[src/rtl/dmem_arbiter_pkg.sv]
// Shared state encoding and grant identifiers for the data SRAM sequencer.
// Used by the arbiter FSM and by its round-robin helper.
package dmem_arbiter_pkg;

    typedef enum logic [1:0] {
        ST_IDLE    = 2'd0,
        ST_SETUP   = 2'd1,
        ST_STROBE  = 2'd2,
        ST_RECOVER = 2'd3
    } state_t;

    localparam logic       GNT_CORE = 1'b0;
    localparam logic       GNT_DBG  = 1'b1;
    localparam logic [3:0] BE_ALL   = 4'hF;

endpackage

[src/rtl/dmem_arbiter_rr_arb2.sv]
// Combinational two-way round-robin: single requester wins; on a tie the port not granted last wins.
// Zero latency; no backpressure of its own, the caller samples gnt only when it can start an access.
module rr_arb2
    import dmem_arbiter_pkg::*;
(
    input  logic [1:0] req,
    input  logic       last,
    output logic       gnt,
    output logic       any
);

    assign any = |req;

    always_comb begin
        gnt = GNT_CORE;
        if (req == 2'b11) begin
            gnt = ~last;
        end else if (req[1]) begin
            gnt = GNT_DBG;
        end
    end

endmodule

[src/rtl/dmem_arbiter.sv]
// Core/debug arbiter and strobe sequencer for the 32-bit async SRAM pair; 4 cycles per access, ready in cycle N+3.
// Backpressure: a requester holds req until its one-cycle ready pulse; the loser waits for the next IDLE.
module dmem_arbiter
    import dmem_arbiter_pkg::*;
#(
    parameter int ADDR_W = 16,
    parameter int DATA_W = 32
) (
    input  logic              clk,
    input  logic              rst,

    input  logic              core_req,
    input  logic              core_we,
    input  logic [3:0]        core_be,
    input  logic [ADDR_W-1:0] core_addr,
    input  logic [DATA_W-1:0] core_wdata,
    output logic              core_ready,
    output logic [DATA_W-1:0] core_rdata,

    input  logic              dbg_req,
    input  logic              dbg_we,
    input  logic [ADDR_W-1:0] dbg_addr,
    input  logic [DATA_W-1:0] dbg_wdata,
    output logic              dbg_ready,
    output logic [DATA_W-1:0] dbg_rdata,

    output logic              sram_ce_n,
    output logic              sram_oe_n,
    output logic              sram_we_n,
    output logic [3:0]        sram_be_n,
    output logic [ADDR_W-1:0] sram_addr,
    output logic [DATA_W-1:0] sram_dq_o,
    output logic              sram_dq_oe,
    input  logic [DATA_W-1:0] sram_dq_i
);

    state_t              r_state;
    state_t              w_next;
    logic                r_last_grant;
    logic                r_gnt;
    logic                r_we;
    logic [3:0]          r_be;
    logic                r_ce_n;
    logic                r_oe_n;
    logic                r_we_n;
    logic [3:0]          r_be_n;
    logic                r_dq_oe;
    logic [ADDR_W-1:0]   r_addr;
    logic [DATA_W-1:0]   r_dq_o;
    logic                r_core_ready;
    logic                r_dbg_ready;
    logic [DATA_W-1:0]   r_core_rdata;
    logic [DATA_W-1:0]   r_dbg_rdata;

    logic                w_gnt;
    logic                w_any;
    logic                w_sel_we;
    logic [3:0]          w_sel_be;
    logic [ADDR_W-1:0]   w_sel_addr;
    logic [DATA_W-1:0]   w_sel_wdata;

    rr_arb2 u_rr_arb2 (
        .req  ({dbg_req, core_req}),
        .last (r_last_grant),
        .gnt  (w_gnt),
        .any  (w_any)
    );

    // Loads always enable every lane; the backend extracts bytes/halfwords.
    assign w_sel_we    = (w_gnt == GNT_DBG) ? dbg_we    : core_we;
    assign w_sel_be    = !w_sel_we ? BE_ALL : ((w_gnt == GNT_DBG) ? BE_ALL : core_be);
    assign w_sel_addr  = (w_gnt == GNT_DBG) ? dbg_addr  : core_addr;
    assign w_sel_wdata = (w_gnt == GNT_DBG) ? dbg_wdata : core_wdata;

    always_ff @(posedge clk or negedge rst) begin
        if (!rst) begin
            r_state <= ST_IDLE;
        end else begin
            r_state <= w_next;
        end
    end

    always_comb begin
        w_next = r_state;
        case (r_state)
            ST_IDLE:    if (w_any) w_next = ST_SETUP;
            ST_SETUP:   w_next = ST_STROBE;
            ST_STROBE:  w_next = ST_RECOVER;
            ST_RECOVER: w_next = ST_IDLE;
            default:    w_next = ST_IDLE;
        endcase
    end

    always_ff @(posedge clk or negedge rst) begin
        if (!rst) begin
            r_last_grant <= GNT_DBG;
            r_gnt        <= GNT_CORE;
            r_we         <= 1'b0;
            r_be         <= 4'h0;
            r_ce_n       <= 1'b1;
            r_oe_n       <= 1'b1;
            r_we_n       <= 1'b1;
            r_be_n       <= 4'hF;
            r_dq_oe      <= 1'b0;
            r_addr       <= '0;
            r_dq_o       <= '0;
            r_core_ready <= 1'b0;
            r_dbg_ready  <= 1'b0;
            r_core_rdata <= '0;
            r_dbg_rdata  <= '0;
        end else begin
            case (r_state)
                ST_IDLE: begin
                    if (w_any) begin
                        r_gnt        <= w_gnt;
                        r_last_grant <= w_gnt;
                        r_we         <= w_sel_we;
                        r_be         <= w_sel_be;
                        r_addr       <= w_sel_addr;
                        r_dq_o       <= w_sel_wdata;
                        r_ce_n       <= 1'b0;
                        r_oe_n       <= w_sel_we;
                        r_be_n       <= ~w_sel_be;
                        r_dq_oe      <= w_sel_we;
                    end
                end
                ST_SETUP: begin
                    // A store with no lanes enabled runs the full sequence without a write pulse.
                    if (r_we && (r_be != 4'h0)) begin
                        r_we_n <= 1'b0;
                    end
                end
                ST_STROBE: begin
                    if (!r_we) begin
                        if (r_gnt == GNT_DBG) r_dbg_rdata  <= sram_dq_i;
                        else                  r_core_rdata <= sram_dq_i;
                    end
                    r_ce_n       <= 1'b1;
                    r_oe_n       <= 1'b1;
                    r_we_n       <= 1'b1;
                    r_be_n       <= 4'hF;
                    r_dq_oe      <= 1'b0;
                    r_core_ready <= (r_gnt == GNT_CORE);
                    r_dbg_ready  <= (r_gnt == GNT_DBG);
                end
                ST_RECOVER: begin
                    r_core_ready <= 1'b0;
                    r_dbg_ready  <= 1'b0;
                end
                default: begin
                    r_core_ready <= 1'b0;
                    r_dbg_ready  <= 1'b0;
                end
            endcase
        end
    end

    assign sram_ce_n  = r_ce_n;
    assign sram_oe_n  = r_oe_n;
    assign sram_we_n  = r_we_n;
    assign sram_be_n  = r_be_n;
    assign sram_addr  = r_addr;
    assign sram_dq_o  = r_dq_o;
    assign sram_dq_oe = r_dq_oe;
    assign core_ready = r_core_ready;
    assign core_rdata = r_core_rdata;
    assign dbg_ready  = r_dbg_ready;
    assign dbg_rdata  = r_dbg_rdata;

endmodule

[config.mk]
export PLATFORM = sky130hd
export DESIGN_NAME = dmem_arbiter
export DESIGN_NICKNAME = d
export VERILOG_FILES = /design/src/rtl/dmem_arbiter_pkg.sv /design/src/rtl/dmem_arbiter_rr_arb2.sv /design/src/rtl/dmem_arbiter.sv
export SDC_FILE = /design/constraint.sdc
export NUM_CORES = 1
export LEC_CHECK = 0
export CAP_MARGIN = 0
export CORE_MARGIN = 8
export CORE_UTILIZATION = 37
export DETAILED_ROUTE_END_ITERATION = 12
export PLACE_DENSITY = 0.76
export SYNTH_ARGS = -nofsm -noshare
export SYNTH_HDL_FRONTEND = slang
export SYNTH_SLANG_ARGS = --single-unit
[constraint.sdc]
create_clock -name clk -period 1.8 [get_ports clk]
set_clock_uncertainty 0.1 [all_clocks]
set_input_delay 0.36 -clock clk [delete_from_list [all_inputs] [get_ports clk]]
set_output_delay 0.36 -clock clk [all_outputs]
set_load 0.05 [all_outputs]
==> results.py, run 1 <==
metrics = {
    "run_status": {
        "status": "finished clean",
    },
    "critical_path": {
        "cp.required_ps": 1990,
        "slowest_delay_ps": 370,
        "worstPathCellList": "inv_1 -> ha_2 -> inv_2 -> nor3_4 -> buf_4 -> clkbuf_16 -> mux2_2",
        "critical_path.slowest_cell": "dfrtp_1",
        "reg2reg_slack_ps": 60,
        "critPathMaxFanout": 8,
        "critical_path_class": "reg2reg",
        "crit_path_start_kind": "register",
        "reg2regPathDepth": 7,
        "crit-reg2reg-launch": "r_state[0]",
        "end_kind": "register",
        "arrival_ps": 1930,
        "r2r_end": "core_rdata[20]",
    },
    "layout": {
        "layout.area.seq_um2": 3288,
        "n_antenna_cell": 0,
        "layout.nets": 909,
        "drive_gt1_share_pct": 35.17,
        "area_growth_pct": 63.00,
        "fill_cells": 1156,
        "fin_util_pct": 61.90,
        "final_area_um2": 8996,
        "multi_input_area_um2": 2036,
        "stdcell_count": 963,
    },
    "clock_tree": {
        "clk_path_buf_depth": 2,
        "htreeDepth": 4,
        "cts_made_buffers": 17,
        "cts_tree": "built",
        "clk_pin_slew_ps": 60,
        "cts.sinks": 131,
        "insertion_delay_ps": 410,
        "cts_root_buf": "clkbuf_16",
    },
    "grt": {
        "grt_pass1_vias": 5262,
        "antenna_found_initial": 0,
        "grt-ovfl-total": 0,
        "grt_max_degree": 44,
        "grt_usage_pct": 17.82,
        "grt_pass1_wl_um": 27450,
    },
    "floorplanning": {
        "num_rows": 44,
        "pin_count": 260,
        "fp.dieH_um": 138.1,
        "start_util_pct": 37.97,
        "core_um2": 14530,
        "die_x_um": 138.1,
        "die-area_um2": 19080,
    },
    "placement": {
        "port_buffers": 259,
        "dpl_cell_area_um2": 8305,
        "post-dp-hpwl_um": 13270,
        "pre_cts_slack_ps": -176.6,
        "place_congestion": 0.8185,
        "place_inst": 925,
    },
    "yosys": {
        "synthFlopType": "dfrtp_1",
        "synth-edff-count": 0,
        "yosysMostFrequentCell": "dfrtp_1",
        "synth_largest_area_cell": "dfrtp_1",
        "seq_area_frac_synth_pct": 59.58,
        "synth_fp_nets": 625,
        "syn_avg_cell_area_um2": 11.45,
        "syn_inst": 482,
        "async_reset_ff_share_pct": 100.0,
        "synth_common_cells": "dfrtp_1 (123), a21oi_1 (105), mux2_2 (66), nor2_1 (54), nand2_1 (50)",
        "ys_warn_count": 0,
        "ys_types": 33,
        "yosys-top-cells-area": "dfrtp_1 (56%), mux2_2 (13%), a21oi_1 (9.5%)",
        "syn-cell-area_um2": 5519,
        "synth_seq_cells": 131,
        "yosysTopAreaCellShare_pct": 55.77,
    },
    "sta": {
        "rsz0062_at_grt": "true",
        "period_share_pct": 96.91,
        "slew_headroom_pct": 70.59,
        "worst_pin_slew_ps": 441.1,
        "finalMaxSlewViolations": 0,
        "timing.hold.ws_ps": 360.0,
        "setup_violations": 0,
        "max_clock_freq_mhz": 573.2,
        "hold_viol": 0,
        "min_period_ps": 1744,
        "setup_tns_ps": 0,
        "worst_slack_ps": 55.54,
    },
    "flow_run": {
        "maxCapViolations": 0,
    },
    "hold_path": {
        "worst_hold_path_type": "in2async",
    },
    "drt": {
        "antenna_left": 0,
        "firstDrtPassIters": 4,
        "num_vias": 4828,
        "routed_wl_um": 17780,
        "viasPerCell": 5.013,
        "drt_iter0_drc": 207,
        "drc_errors": 0,
        "wl_per_cell_um": 18.46,
    },
    "pwr": {
        "power_mw": 20.28,
        "p_per_area_nw_per_um2": 2255,
        "p_leak_nw": 3.997,
        "vdd_drop_max_mv": 1.128,
    },
}
## registers in the layout, summed over array words and instances (netlist names)
signal and cells:
core_rdata 32, core_ready 1, dbg_rdata 32, dbg_ready 1, r_be 4, r_gnt 1
r_last_grant 1, r_state 2, r_we 1, sram_addr 16, sram_be_n 4, sram_ce_n 1
sram_dq_o 32, sram_dq_oe 1, sram_oe_n 1, sram_we_n 1
## cells by family (layout without fill, tap and decap cells)
| logic type | Yosys count | after routing | share of synthesized area (%) |
|---|---|---|---|
| DFF | 131 | 131 | 59.58 |
| muxes | 69 | 69 | 14.06 |
| adders and majority gates | 5 | 5 | 1.134 |
| AOI/OAI and AO/OA | 125 | 125 | 12.45 |
| and+or+nand+nor | 115 | 115 | 8.705 |
| buffers and inverters | 37 | 334 | 4.081 |
## cell usage in the layout, fill, tap and decap left out, types with 3 or more instances in the layout
master             n
ha_1               3
clkinvlp_4         4
buf_12            18
buf_4            138
a21oi_1          105
nor2_1            54
nand2_1           50
clkbuf_8           5
mux2_2            66
a211oi_1           5
clkdlybuf4s50_1  136
dfstp_2            8
nand3b_1           5
clkbuf_16         19
dfrtp_1          123
inv_1              5
o21ai_0            5
## report_power, final
group          internal, mW  total, mW  switching, mW
clock                  2.09       3.36           1.27
sequential             4.50       5.45          0.953
combinational          4.02       11.5           7.46
total                  10.6       20.3           9.68
## routing by layer
metal / vias to the layer above / wire length, um / track usage (%)
met4: 0 / 454 / 7.494
met3: 27 / 1476 / 7.226
met1: 2335 / 7401 / 20.54
met5: - / 0 / 0
li1: 2227 / - / -
met2: 239 / 8443 / 28.80
## worst max path at each step
stage               start        endpoint  slack (ps)  cells past startpoint
6_report       r_state[0]  core_rdata[20]          60                      7
5_1_grt        r_state[0]   sram_dq_o[31]         -10                      8
4_1_cts        r_state[0]      r_state[0]          10                      6
3_5_place_dp     core_req    sram_addr[5]        -180                      6
3_3_place_gp     core_req   sram_dq_o[13]        -100                      6
2_1_floorplan  r_state[0]  core_rdata[10]          30                      6
## critical path, delay by kind of cell (launching register included)
family,cells,cell delay [ps]
adder cells (fa/ha/maj),1,210
flip-flops,1,370
buffers and inverters,4,490
multiplexers,1,330
AND/OR/NAND/NOR,1,120
## area by class of cell
class / instances / share of cell area [%]
repair buffers: 296 / 31.45
clock buffers: 22 / 5.494
inverters: 6 / 0.2503
multi-input cells: 314 / 22.63
flip-flops and latches: 131 / 36.55
well taps: 184 / 2.559
clock inverters: 10 / 1.071
## timing repair
item	CTS	global route
setup buffers	0	2
resized for setup	0	4
hold endpoints to repair	25	0
hold buffers	1	0
endpoints found under the setup margin	0	79
(Power assumes the default switching activity.)
==> run 2, diff against run 1 <==
--- a/config.mk
+++ b/config.mk
@@ -8,8 +8,10 @@
 export CAP_MARGIN = 0
 export CORE_MARGIN = 8
 export CORE_UTILIZATION = 37
+export CTS_CLUSTER_DIAMETER = 50
 export DETAILED_ROUTE_END_ITERATION = 12
 export PLACE_DENSITY = 0.76
+export SLEW_MARGIN = 15
 export SYNTH_ARGS = -nofsm -noshare
 export SYNTH_HDL_FRONTEND = slang
 export SYNTH_SLANG_ARGS = --single-unit
==> results of run 2 <==
Same layout as run 1: the final DEF is identical, and so are final timing and power.
==> run 3, diff against run 2 <==
--- a/config.mk
+++ b/config.mk
@@ -11,7 +11,7 @@
 export CTS_CLUSTER_DIAMETER = 50
 export DETAILED_ROUTE_END_ITERATION = 12
 export PLACE_DENSITY = 0.76
-export SLEW_MARGIN = 15
+export SLEW_MARGIN = 20
 export SYNTH_ARGS = -nofsm -noshare
 export SYNTH_HDL_FRONTEND = slang
 export SYNTH_SLANG_ARGS = --single-unit
==> results of run 3 <==
Same layout as run 1: the final DEF is identical, and so are final timing and power.
